**config.mk**
```make
export PLATFORM = sky130hd
export DESIGN_NAME = bcd_timer
export DESIGN_NICKNAME = d
export VERILOG_FILES = /design/src/rtl/bcd_timer_pkg.sv /design/src/rtl/bcd_timer_digit.sv /design/src/rtl/bcd_timer.sv
export SDC_FILE = /design/constraint.sdc
export NUM_CORES = 1
export LEC_CHECK = 0
export CAP_MARGIN = 10
export CORE_MARGIN = 8
export CORE_UTILIZATION = 30
export DETAILED_ROUTE_END_ITERATION = 6
export GPL_TIMING_DRIVEN = 0
export PLACE_DENSITY_LB_ADDON = 0.15
export SLEW_MARGIN = 20
export SYNTH_ARGS = -nofsm -noshare
export SYNTH_HDL_FRONTEND = slang
export SYNTH_SLANG_ARGS = --single-unit
```
**constraint.sdc**
```tcl
create_clock -name clk -period 5.6 [get_ports clk]
set_input_delay 0.56 -clock clk [delete_from_list [all_inputs] [get_ports clk]]
set_output_delay 0.56 -clock clk [all_outputs]
set_load 0.03 [all_outputs]
```
**src/rtl/bcd_timer_pkg.sv**
```systemverilog
// Shared BCD constants and helpers for the bcd_timer block.
package bcd_timer_pkg;

    localparam int unsigned BCD_W = 4;
    localparam logic [BCD_W-1:0] BCD_MAX  = 4'd9;
    localparam logic [BCD_W-1:0] BCD_ZERO = 4'd0;

    typedef enum logic {
        DirUp   = 1'b0,
        DirDown = 1'b1
    } dir_e;

    // Out-of-range BCD codes (A..F) are treated as 9.
    function automatic logic [BCD_W-1:0] bcd_clamp(input logic [BCD_W-1:0] d);
        return (d > BCD_MAX) ? BCD_MAX : d;
    endfunction

endpackage

```
**src/rtl/bcd_timer_digit.sv**
```systemverilog
// One BCD digit register with inc/dec, carry/borrow chaining and clamped preset load.
module bcd_timer_digit
    import bcd_timer_pkg::*;
(
    input  logic             clk,
    input  logic             init_regs,
    input  logic             load,
    input  logic [BCD_W-1:0] load_digit,
    input  logic             step_in,
    input  logic             count_down,
    output logic [BCD_W-1:0] digit,
    output logic             at_max,
    output logic             at_zero,
    output logic             step_out
);

    logic [BCD_W-1:0] digit_q, digit_d;
    dir_e             dir;

    assign dir = dir_e'(count_down);

    assign at_max  = (digit_q == BCD_MAX);
    assign at_zero = (digit_q == BCD_ZERO);

    // Carry (up) or borrow (down) ripples to the next digit when this one wraps.
    assign step_out = step_in & ((dir == DirDown) ? at_zero : at_max);

    always_comb begin
        digit_d = digit_q;
        if (load) begin
            digit_d = bcd_clamp(load_digit);
        end else if (step_in) begin
            if (dir == DirDown) begin
                digit_d = at_zero ? BCD_MAX : (digit_q - 4'd1);
            end else begin
                digit_d = at_max ? BCD_ZERO : (digit_q + 4'd1);
            end
        end
    end

    always_ff @(posedge clk or posedge init_regs) begin
        if (init_regs) begin
            digit_q <= BCD_ZERO;
        end else begin
            digit_q <= digit_d;
        end
    end

    assign digit = digit_q;

endmodule

```
**src/rtl/bcd_timer.sv**
```systemverilog
// Parametrised BCD seconds timer: prescaler, DIGITS-wide up/down BCD counter,
// wrap/saturate limits, preset load and lap-freeze of the displayed reading.
module bcd_timer
    import bcd_timer_pkg::*;
#(
    parameter int unsigned CLK_FREQ = 100_000_000,
    parameter int unsigned DIGITS   = 2,
    parameter int unsigned WRAP     = 1
) (
    input  logic                    clk,
    input  logic                    init_regs,
    input  logic                    count_enabled,
    input  logic                    count_down,
    input  logic                    load,
    input  logic [BCD_W*DIGITS-1:0] load_value,
    input  logic                    lap,
    output logic [BCD_W*DIGITS-1:0] time_reading,
    output logic                    frozen,
    output logic                    tick,
    output logic                    terminal
);

    localparam int unsigned PW = (CLK_FREQ > 1) ? $clog2(CLK_FREQ) : 1;
    localparam logic [PW-1:0] P_LAST = PW'(CLK_FREQ - 1);
    localparam int unsigned VW = BCD_W * DIGITS;

    logic [PW-1:0]   presc_q, presc_d;
    logic [VW-1:0]   value;
    logic [VW-1:0]   snap_q, snap_d;
    logic            frozen_q, frozen_d;
    logic            tick_q, tick_d;
    logic            term_q, term_d;

    logic [DIGITS:0]   carry;
    logic [DIGITS-1:0] dig_max, dig_zero;
    logic              step, sat_hold;
    logic              all_max, all_zero;
    logic              upper_max, upper_zero;
    logic              reach_limit;

    assign step     = count_enabled && !load && (presc_q == P_LAST);
    assign all_max  = &dig_max;
    assign all_zero = &dig_zero;
    assign sat_hold = (WRAP == 0) && (count_down ? all_zero : all_max);

    // A saturated step still ticks but must not ripple through the digits.
    assign carry[0] = step && !sat_hold;

    for (genvar g = 0; g < DIGITS; g++) begin : g_digit
        bcd_timer_digit u_digit (
            .clk        (clk),
            .init_regs  (init_regs),
            .load       (load),
            .load_digit (load_value[g*BCD_W +: BCD_W]),
            .step_in    (carry[g]),
            .count_down (count_down),
            .digit      (value[g*BCD_W +: BCD_W]),
            .at_max     (dig_max[g]),
            .at_zero    (dig_zero[g]),
            .step_out   (carry[g+1])
        );
    end

    // Saturating mode flags terminal only on the step that lands on the limit.
    always_comb begin
        upper_max  = 1'b1;
        upper_zero = 1'b1;
        for (int i = 1; i < DIGITS; i++) begin
            upper_max  = upper_max & dig_max[i];
            upper_zero = upper_zero & dig_zero[i];
        end
        if (count_down) begin
            reach_limit = upper_zero && (value[BCD_W-1:0] == 4'd1);
        end else begin
            reach_limit = upper_max && (value[BCD_W-1:0] == 4'd8);
        end
    end

    always_comb begin
        presc_d  = presc_q;
        snap_d   = snap_q;
        frozen_d = frozen_q;
        tick_d   = step;
        term_d   = 1'b0;

        if (step) begin
            if (WRAP != 0) begin
                term_d = count_down ? all_zero : all_max;
            end else begin
                term_d = reach_limit;
            end
        end

        if (load) begin
            presc_d  = '0;
            frozen_d = 1'b0;
        end else begin
            if (count_enabled) begin
                presc_d = step ? '0 : (presc_q + 1'b1);
            end
            if (lap) begin
                frozen_d = !frozen_q;
                if (!frozen_q) begin
                    snap_d = value;
                end
            end
        end
    end

    always_ff @(posedge clk or posedge init_regs) begin
        if (init_regs) begin
            presc_q  <= '0;
            snap_q   <= '0;
            frozen_q <= 1'b0;
            tick_q   <= 1'b0;
            term_q   <= 1'b0;
        end else begin
            presc_q  <= presc_d;
            snap_q   <= snap_d;
            frozen_q <= frozen_d;
            tick_q   <= tick_d;
            term_q   <= term_d;
        end
    end

    assign time_reading = frozen_q ? snap_q : value;
    assign frozen       = frozen_q;
    assign tick         = tick_q;
    assign terminal     = term_q;

endmodule

```
==> results.toml <==
[yosys]
syn_avg_cell_area_um2 = 9.46
synth_area_leaders = "dfrtp_1 (41%), mux2_2 (6.9%), nor2_1 (3.0%)"
ys_seq_elements = 46
synth_xor_area_share_pct = 4.73
synth-adder-area-share_pct = 0.450
synth_top_family_by_area = "simple AND/OR/NAND/NOR gates"
synthSimpleGateAreaFrac_pct = 25.4
ys.flop_type = "dfrtp_1"
synth_cells = 294
synth_top_area_cell = "dfrtp_1"
ys_seq_area_share_pct = 41.4
synth_edf_count = 0
post_synth_mux_area_share_pct = 6.89
syn_nets = 309
yosysWarnings = 0
synth_top_area_share_pct = 41.4
syn_area_mm2 = 0.00278
synth_compound_area_share_pct = 16.3
ys_types = 56
synthArstFlopShare_pct = 100

[grt]
grt_pass1_wl_um = 11700
met1_usage_pct = 13.8
grt_max_degree = 30
busiest_layer = "met2"
grt_util_met3_pct = 2.47
grtUsageTotal_pct = 11.2
overflow = 0
antenna_found_initial = 0
first_global_vias = 2358
use_met2_pct = 19.6

[pwr]
netSwitchingPower_w = 0.000208
peakVddDrop_mv = 0.0995
swShare_pct = 27.3
pwr-share-clk_pct = 32.8
p_int_w = 0.000554
p_leak_nw = 1.21
p_per_area_mw_per_mm2 = 233
p_seq_share_pct = 47.4
power_frac_comb_pct = 19.7

[placed_design]
io_buffers = 23
place_ws_ps = 2640
gp_congestion = 0.758
dp_hpwl_um = 4990
place_area_mm2 = 0.00317

[critical_path]
startpoint = "frozen"
path_cells = "clkbuf_1, mux2_2, clkdlybuf4s50_1"
worstPathArrival_ps = 2090
crit_path_end = "time_reading[4]"
slowest_stage = "clkdlybuf4s50_1"
r2r-start = "presc_q[17]"
r2r-end = "presc_q[8]"
r2r_cells = 5
crit_fanout = 10
setup.reg_to_reg.worst_slack_ps = 3200
crit_path_end_kind = "output pin"
startpoint_type = "register"
cp_slowest_stage_delay_ps = 590
required_ps = 5040
critPathKind = "reg -> out"

[clock_network]
cts_buffer_depth = 2
path_clk_slew_ps = 90
clock_latency_ps = 300
cts_sinks = 46
cts_hold_buf = 0
cts_resized = 0
root_buffer = "clkbuf_8"
postCtsSetupBuffers = 0
htree_levels = 2
cts_tree = "done"
numCtsBuffers = 5

[routing]
antenna_left = 0
first_pass_iters = 4
drc_errors = 0
vias_per_cell = 5.33
vias = 2329
drtIter0Drc = 109
avgRoutedWirePerCell_um = 15.8
drt_wl_total_um = 6890

[sta]
rsz0062_at_grt = "false"
tightest_slew_ps = 715
fmaxAchievable_mhz = 378
slew_viol_final = 0
final_hold_viol_count = 0
fin_skew_ps = 8.22
post-route-period-util_pct = 47.3
slew_headroom_pct = 51.8
final.setup.worst_slack_ps = 2950
timing.final.setup_violations = 0
period_needed_ps = 2650
fin_tns_setup_ps = 0

[final_layout]
num_antenna_cells = 0
fillers = 939
fin_area_mm2 = 0.00328
area_growth_syn_to_layout_pct = 17.8
layout.nets = 340
drive_gt1_share_pct = 12.0

[flow_run]
cap_viol_max_count = 0

[floorplanning]
die_w_um = 112
fp-row-count = 35
core_mm2 = 0.00911
dieHeight_um = 112
die_area_mm2 = 0.0126
start_util_pct = 30.5
ios = 25

[outcome]
status = "finished, final reports clean"

[worst_hold_path]
hold_path_class = "reg -> reg"
## metrics by stage
step           power (W)  hold WS [ps]  utilization (%)  cells
6_report        0.000762           508             36.0    437
5_1_grt         0.000804           538             36.0    437
4_1_cts         0.000777           515             36.0    437
3_5_place_dp    0.000520           493             34.8    429
3_3_place_gp    0.000518           484             34.6    428
2_1_floorplan   0.000468           475                -    294
## synthesized netlist by cell type (3+ instances only)
cell type	count
inv_1	9
xor2_1	9
a21oi_1	16
or3_1	8
nor4b_1	7
buf_6	3
xnor2_1	6
o211ai_1	6
o311ai_0	4
nand2_1	18
clkbuf_1	16
o21a_1	3
and4_1	3
a31oi_1	3
or4_1	9
nand4_1	11
nand2b_1	3
nor3b_1	3
nor2_1	22
mux2_2	17
o31ai_1	8
and3_1	3
nand3_1	7
o21ai_0	13
dfrtp_1	46
nor3_1	3
## flip-flops by register name, summed over array words and instances, names as in the netlist
name,flops
presc_q,27
terminal,1
tick,1
snap_q,8
frozen,1
g_digit.u_digit.digit,8
## logic make-up after synthesis
family,Yosys count
AO/OA/AOI/OAI,68
XOR/XNOR,15
adder cells (fa/ha/maj),1
buffers and inverters,29
flip-flops,46
multiplexers,17
AND/OR/NAND/NOR,118
## power groups by stage
stage | clock network, W | registers, W | logic (W)
finish | 0.000250 | 0.000361 | 0.000150
global route | 0.000273 | 0.000365 | 0.000166
CTS | 0.000263 | 0.000361 | 0.000153
detailed placement | 0 | 0.000368 | 0.000152
global placement | 0 | 0.000367 | 0.000150
floorplan | 0 | 0.000366 | 0.000102
## cells in the final DEF, fill, tap and decap left out, types with 4 or more instances in the layout
cell,n
or4_1,9
xnor2_1,6
xor2_1,9
o311ai_0,4
mux2_2,17
nand2_1,18
clkdlybuf4s50_1,23
o31ai_1,8
nand4_1,11
clkbuf_8,5
o211ai_1,6
or3_1,8
nand3_1,7
nor4b_1,7
a21oi_1,16
o21ai_0,13
inv_1,8
dfrtp_1,46
clkbuf_1,18
nor2_1,22
## critical path: cells and delay by family (launching register included)
family / cells / cell delay (ps)
buffers and inverters: 2 / 1040
muxes: 1 / 400
DFF: 1 / 350
## how the worst min path moves through the flow
stage / startpoint / to / slack [ps] / cells past startpoint
CTS: snap_q[2] / snap_q[2] / 510 / 1
global route: snap_q[2] / snap_q[2] / 540 / 1
floorplan: snap_q[0] / snap_q[0] / 470 / 1
finish: snap_q[2] / snap_q[2] / 510 / 1
global placement: snap_q[4] / snap_q[4] / 480 / 1
detailed placement: snap_q[2] / snap_q[2] / 490 / 1
## area by class of cell
class	count	area [um^2]	area share (%)
plain buffers	20	98.8	3.02
well taps	111	139	4.24
multi-input cells	219	1500	45.7
flip-flops and latches	46	1150	35.1
inverters	9	33.8	1.03
repair buffers	24	250	7.64
clock inverters	1	30.0	0.917
clock buffers	7	76.3	2.33
## per-layer routing
metal | up-vias | part of all wire (%)
li1 | 1162 | -
met1 | 1132 | 48
met2 | 33 | 49
met3 | 2 | 2.9
met4 | 0 | 0.28
met5 | - | 0
Power figures use the tool's default switching activity.
